**src/rtl/piso_pkg.sv**
```systemverilog
// Shared definitions for the PISO transmitter and its companion serial receivers.
// Holds the FSM state type and the counter/index width helper.
package piso_pkg;

    typedef enum logic [0:0] {
        ST_IDLE  = 1'b0,
        ST_SHIFT = 1'b1
    } state_t;

    // Bits needed to count 0..n-1, never less than one so a degenerate counter still has a port.
    function automatic int unsigned cnt_width(input int unsigned n);
        int unsigned w;
        if (n <= 32'd1) begin
            w = 32'd1;
        end else begin
            w = $clog2(n);
        end
        return w;
    endfunction

endpackage

```
**src/rtl/piso_rshift_tx_bit_timer.sv**
```systemverilog
// Bit-period counter: counts 0..BIT_CYCLES-1 while enabled and flags the last cycle of each period.
// Shared between the transmitter and the matching serial receiver.
module bit_timer
    import piso_pkg::*;
#(
    parameter int unsigned BIT_CYCLES = 1
) (
    input  logic clk,
    input  logic rst_n,
    input  logic clear,
    input  logic enable,
    output logic tick
);

    localparam int unsigned   CW       = cnt_width(BIT_CYCLES);
    localparam logic [CW-1:0] CNT_LAST = CW'(BIT_CYCLES - 32'd1);
    localparam logic [CW-1:0] CNT_ONE  = CW'(32'd1);
    localparam logic [CW-1:0] CNT_ZERO = CW'(32'd0);

    logic [CW-1:0] cnt_r;
    logic          wrap_s;

    // Period boundary decode; tick only counts while the timer is running.
    always_comb begin
        wrap_s = (cnt_r == CNT_LAST);
        tick   = enable && wrap_s;
    end

    // Period counter: clear wins, otherwise count and wrap at the end of the period.
    always_ff @(posedge clk or negedge rst_n) begin
        if (!rst_n) begin
            cnt_r <= CNT_ZERO;
        end else if (clear) begin
            cnt_r <= CNT_ZERO;
        end else if (enable) begin
            if (wrap_s) begin
                cnt_r <= CNT_ZERO;
            end else begin
                cnt_r <= cnt_r + CNT_ONE;
            end
        end else begin
            cnt_r <= cnt_r;
        end
    end

endmodule

```
**src/rtl/piso_rshift_tx.sv**
```systemverilog
// Parallel-in serial-out transmitter: shifts a WIDTH-bit word out LSB first,
// BIT_CYCLES clocks per bit, with frame start/last markers and back-to-back loading.
module piso_rshift_tx
    import piso_pkg::*;
#(
    parameter int unsigned WIDTH      = 4,
    parameter int unsigned BIT_CYCLES = 1
) (
    input  logic             clk,
    input  logic             rst_n,
    input  logic             load_valid,
    input  logic [WIDTH-1:0] load_data,
    output logic             load_ready,
    output logic             sout,
    output logic             sout_valid,
    output logic             frame_start,
    output logic             frame_last
);

    localparam int unsigned   IW       = cnt_width(WIDTH);
    localparam logic [IW-1:0] IDX_LAST = IW'(WIDTH - 32'd1);
    localparam logic [IW-1:0] IDX_ONE  = IW'(32'd1);
    localparam logic [IW-1:0] IDX_ZERO = IW'(32'd0);

    state_t           state_r;
    state_t           state_nxt_s;
    logic [WIDTH-1:0] shreg_r;
    logic [IW-1:0]    idx_r;
    logic             in_shift_s;
    logic             frame_end_s;
    logic             accept_s;
    logic             tick_s;

    bit_timer #(
        .BIT_CYCLES (BIT_CYCLES)
    ) u_bit_timer (
        .clk    (clk),
        .rst_n  (rst_n),
        .clear  (accept_s),
        .enable (in_shift_s),
        .tick   (tick_s)
    );

    // Handshake and next-state: ready in IDLE or on the final cycle of a frame so frames can abut.
    always_comb begin
        in_shift_s  = (state_r == ST_SHIFT);
        frame_end_s = in_shift_s && (idx_r == IDX_LAST) && tick_s;
        load_ready  = (state_r == ST_IDLE) || frame_end_s;
        accept_s    = load_valid && load_ready;
        state_nxt_s = state_r;
        case (state_r)
            ST_IDLE: begin
                if (accept_s) begin
                    state_nxt_s = ST_SHIFT;
                end else begin
                    state_nxt_s = ST_IDLE;
                end
            end
            ST_SHIFT: begin
                if (frame_end_s && !accept_s) begin
                    state_nxt_s = ST_IDLE;
                end else begin
                    state_nxt_s = ST_SHIFT;
                end
            end
            default: begin
                state_nxt_s = ST_IDLE;
            end
        endcase
    end

    // State register.
    always_ff @(posedge clk or negedge rst_n) begin
        if (!rst_n) begin
            state_r <= ST_IDLE;
        end else begin
            state_r <= state_nxt_s;
        end
    end

    // Shift register and bit index: load on accept, otherwise advance one bit per period.
    always_ff @(posedge clk or negedge rst_n) begin
        if (!rst_n) begin
            shreg_r <= '0;
            idx_r   <= IDX_ZERO;
        end else if (accept_s) begin
            shreg_r <= load_data;
            idx_r   <= IDX_ZERO;
        end else if (in_shift_s && tick_s) begin
            shreg_r <= {1'b0, shreg_r[WIDTH-1:1]};
            if (idx_r == IDX_LAST) begin
                idx_r <= IDX_ZERO;
            end else begin
                idx_r <= idx_r + IDX_ONE;
            end
        end else begin
            shreg_r <= shreg_r;
            idx_r   <= idx_r;
        end
    end

    // Serial outputs are a pure decode of registered state, forced quiet outside a frame.
    always_comb begin
        sout        = 1'b0;
        sout_valid  = 1'b0;
        frame_start = 1'b0;
        frame_last  = 1'b0;
        if (in_shift_s) begin
            sout        = shreg_r[0];
            sout_valid  = 1'b1;
            frame_start = (idx_r == IDX_ZERO);
            frame_last  = (idx_r == IDX_LAST);
        end else begin
            sout        = 1'b0;
            sout_valid  = 1'b0;
            frame_start = 1'b0;
            frame_last  = 1'b0;
        end
    end

endmodule

```
**config.mk**
```make
export PLATFORM = sky130hd
export DESIGN_NAME = piso_rshift_tx
export DESIGN_NICKNAME = d
export VERILOG_FILES = /design/src/rtl/piso_pkg.sv /design/src/rtl/piso_rshift_tx_bit_timer.sv /design/src/rtl/piso_rshift_tx.sv
export SDC_FILE = /design/constraint.sdc
export NUM_CORES = 1
export LEC_CHECK = 0
export BUFFER_PORTS_ARGS = -buffer_cell sky130_fd_sc_hd__buf_2
export CORE_AREA = 2 2 39 41
export DETAILED_ROUTE_END_ITERATION = 10
export DIE_AREA = 0 0 41 43
export MAX_ROUTING_LAYER = met4
export PLACE_DENSITY = 0.61
export RECOVER_POWER = 100
export REMOVE_ABC_BUFFERS = 1
export SLEW_MARGIN = 30
export SYNTH_ARGS = -nofsm -noshare
export SYNTH_HDL_FRONTEND = slang
export SYNTH_SLANG_ARGS = --single-unit
```
**constraint.sdc**
```tcl
create_clock -name clk -period 1.7 [get_ports clk]
set_input_delay 0.51 -clock clk [delete_from_list [all_inputs] [get_ports clk]]
set_output_delay 0.51 -clock clk [all_outputs]
set_load 0.02 [all_outputs]
```
# --- Word level (Yosys, flattened, before mapping) ---
# Index checks and enable logic that the tools add are counted.
totals:
  register_bits: 8
  inputBits: 7
  out_inout_bits: 5
  wordCells: 35
classes:
  addsub: 2
  eq_ne: 1
  mux: 15
  bitwise: 2
  reduce_logical: 11
ops:
  columns: ["cell", "count"]
  rows:
  - ["$mux W1", 9]
  - ["$mux W4", 2]
  - ["$logic_and A1 B1 Y1", 6]
  - ["$mux W2", 3]
  - ["$reduce_bool A2 Y1", 2]
  - ["$add A2 B1 Y2 const B", 1]
  - ["$eq A2 B2 Y1 const B", 1]
  - ["$logic_not A2 Y1", 1]
  - ["$not A1 Y1", 2]
  - ["$pmux W1 S2", 1]
  - ["$add A1 B1 Y1 const B", 1]
  - ["$logic_not A1 Y1", 1]
  - ["$logic_or A1 B1 Y1", 1]

# --- Logic depth before layout (Yosys ltp) ---
depth:
  depth_word: 9
  mapped_depth: 5
  ltp_nobuf: 4

# --- Cells and area by module ---
# A second synthesis with hierarchy kept.
unflattened:
  hier_cells: 49
  hier_area_um2: 478.0
modules_own_cells:
  columns: ["mod", "n_inst", "cells_each", "area_each_um2", "seq_area_each_um2"]
  rows:
  - ["piso_rshift_tx", 1, 48, 470.5, 175.2]
  - ["bit_timer", 1, 1, 7.5, 0.0]

# --- Worst setup path after synthesis ---
# Ideal clock, no wire load.
synth_path:
  kind: "reg-to-output"
  from: "reg idx_r[0]"
  to: "out load_ready"
  arrival_ns: 0.900
  required_time_ns: 1.190
  setup_slack_ns: 0.290
  path_stages_with_launch: 4
  n_path_buf: 1
  path_cell_list: "dfrtp_1 ha_1 nand2b_1 buf_4"
synth_via:
  elab_chain_cells: 4
synth_rtl:
  columns: ["item", "line", "text"]
  rows:
  - ["from (decl)", "piso_rshift_tx.sv:28", "logic [IW-1:0] idx_r;"]
  - ["from (signal assigned)", "piso_rshift_tx.sv:94", "idx_r <= idx_r + IDX_ONE;"]
  - ["from (signal assigned)", "piso_rshift_tx.sv:98", "idx_r <= idx_r;"]
  - ["$eq A2 B2 Y1", "piso_rshift_tx.sv:47", "frame_end_s = in_shift_s && (idx_r == IDX_LAST) && tick_s;"]
  - ["$logic_and A1 B1 Y1 (2 in series)", "piso_rshift_tx.sv:47", null]
  - ["$logic_or A1 B1 Y1", "piso_rshift_tx.sv:48", "load_ready = (state_r == ST_IDLE) || frame_end_s;"]
  - ["to (decl)", "piso_rshift_tx.sv:13", "output logic load_ready,"]
# Every way passes these cells.

# --- Worst setup path after layout ---
# Ends and elaborated chain as after synthesis.

==> flow_summary.ini <==
[outcome]
status = finished, final reports clean

[grt]
grt_start_max_net_pins = 9
antenna_found_initial = 0
grt_remaining_overflow = 0
grt_pass1_vias = 292
grt_usage_pct = 10.8
grt_first_pass_wirelength_um = 1180

[place]
place_ws_ps = 225
dp.cells = 63
io_buffers = 11
hpwlAfterDp_um = 589
place_congestion = 0.701

[sta]
period_needed_ps = 1680
slew_headroom_pct = 74.7
period_share_pct = 98.8
final_max_slew_viol_count = 0
skew_ps = 2.11
rsz0062_at_grt = true
fin_ws_ps = 19.7
fmax_mhz = 595
worst_pin_slew_ps = 380
timing_hold_violations_final = 0
setup_viol = 0

[clocking]
htreeDepth = 1
cts_made_buffers = 3
cts_tree = built
clkTransAtPathRegs_ps = 50
clk_path_buf_depth = 2
clk_latency_ps = 250
clock_sinks = 7
clockRootBuffer = clkbuf_4
post_cts_buffers = 0

[flow_run]
drv_cap = 0

[logic_synthesis]
avgSynthCellArea_um2 = 11.1
yosys-top-cells-area = dfrtp_1 44%, ha_1 9.4%, o221a_2 8.4%
netlist_area_um2 = 400
synth_top_family_by_area = compound AO/OA/AOI/OAI gates
yosysWarnings = 0
synthMuxAreaShare_pct = 0
synth_xor_area_share_pct = 0
yosys.area.top_type = dfrtp_1
synth-seq-area-share_pct = 43.8
synth_cell_type_count = 16
synthAdderAreaFrac_pct = 9.38
synth_top_area_share_pct = 43.8
synth-simple-area-share_pct = 16.3
synth_compound_area_share_pct = 23.1
synth_seq_cells = 7
synthCells = 36

[detailed_routing]
via_count = 335
routed_wl_um = 821
via_per_inst = 5.00
drt.antenna.violating_nets = 0
drc = 0
drtIter0Drc = 7
drtPass1Iterations = 4
routedWlPerCell_um = 12.3

[layout]
n_antenna_cell = 0
drive_gt1_share_pct = 60.8
fin_cells = 67
seqCellArea_um2 = 178
finalNetCount = 62
area_delta_synth_final_pct = 38.4
final_util_pct = 40.1
multi_input_area_um2 = 231
num-fill-cells = 141

[power]
p_clk_share_pct = 14.2
pwr-share-comb_pct = 54.1
p_switching_uw = 413
power_switching_share_pct = 39.0
power_density_nw_per_um2 = 1910
p_leak_uw = 0.000255
peakVddDrop_v = 0.000651
seqPwrFrac_pct = 31.7
internal-power_uw = 645

[die]
core-area_um2 = 1380
rows = 14
initial_core_util_pct = 28.9
chipWidth_um = 41
io_pins = 12
die_h_um = 43
fp.dieArea_um2 = 1760

[worst_setup_path]
cp.arrival_ps = 1170
crit_chain = ha_2 -> nand2b_4 -> buf_6
crit_required_ps = 1190
crit_path_end_kind = primary output
r2r_end = shreg_r[0]
cp_max_fo = 5
slowest_delay_ps = 450
cp_slowest_cell = dfrtp_2
r2r_cells = 5
r2r-start = idx_r[0]
r2r_setup_slack_ps = 320
worstSetupStartpointType = flop
crit_type = reg -> out

[hold_path]
holdCritPathClass = in -> async
[Yosys cell counts, drive strengths merged]
library cell and count:
dfrtp 7, a211o 3, and2 3, ha 3, inv 3, nand2 3, nor2b 3, o221a 3
a32o 2, buf 2, o21ai 2, nand2b 1, nor2 1
[registers in the layout (all words and copies together), names as in the netlist]
name,count
idx_r,2
shreg_r,4
in_shift_s,1
[worst max path at each step]
stage	from	endpoint	cells after the start
finish	idx_r[0]	load_ready	3
global placement	idx_r[0]	frame_start	4
detailed placement	idx_r[0]	frame_start	4
global route	idx_r[0]	load_ready	3
CTS	idx_r[0]	load_ready	3
floorplan	in_shift_s	load_ready	1
[final cells by class]
| class | count | share of cell area [%] |
|---|---|---|
| Multi-Input combinational cell | 24 | 41.8 |
| Inverter | 3 | 2.03 |
| Sequential cell | 7 | 32.1 |
| Timing Repair Buffer | 13 | 15.8 |
| Clock buffer | 4 | 4.74 |
| Tap cell | 16 | 3.61 |
[metrics by stage]
| step | power (µW) | area [µm²] | hold WS (ps) | TNS, ps |
|---|---|---|---|---|
| finish | 1060 | 554 | 149 | 0 |
| global placement | 771 | 472 | 355 | 0 |
| global route | 1150 | 554 | 169 | -52.3 |
| floorplan | 616 | 382 | 214 | 0 |
| detailed placement | 784 | 472 | 354 | 0 |
| CTS | 987 | 515 | 86.9 | 0 |
[worst max-delay path, delay by kind of cell, from the launching register on]
kind | cells | cell delay (ps)
DFF | 1 | 450
adders and majority gates | 1 | 200
and+or+nand+nor | 1 | 140
buffers and inverters | 1 | 130
[cell usage in the layout (no fill, tap or decap)]
master    instances
ha_2              1
nor2b_1           2
o221a_2           3
ha_4              2
nor2_1            1
o21ai_0           2
inv_1             2
dfrtp_1           5
dfrtp_2           2
and2_4            1
nand2_1           3
buf_2             7
inv_2             1
buf_4             2
nor2b_2           1
and2_2            2
clkbuf_1          2
a32o_1            2
clkbuf_4          3
a211o_1           1
nand2b_4          1
buf_6             3
a211o_2           2
[per-layer routing]
metal | routed length, µm | share of wire, % | vias up | global-route usage [%]
li1 | - | - | 161 | -
met3 | 35 | 4.3 | 2 | 3.14
met1 | 352 | 43 | 163 | 10.6
met5 | 0 | 0 | - | -
met2 | 419 | 51 | 9 | 16.9
met4 | 14 | 1.7 | 0 | 8.00
[kinds of logic after synthesis]
family,count (synthesis)
and+or+nand+nor,11
adders and majority gates,3
AOI/OAI and AO/OA,10
DFF,7
buffers and inverters,5
[power by group through the flow]
stage                     combinational, µW  clock [µW]  sequential (µW)
final                                   573         150              335
after global routing                    632         169              347
after CTS                               518         156              313
after detailed placement                470           0              313
after global placement                  462           0              309
after floorplan                         293           0              323
[timing repair]
item	CTS	global route
gates resized for setup	7	9
cloned	0	0
pin swaps	0	1
endpoints found under the setup margin	3	3
hold buffers	0	0
No activity file was read; power rests on OpenSTA's default activity.
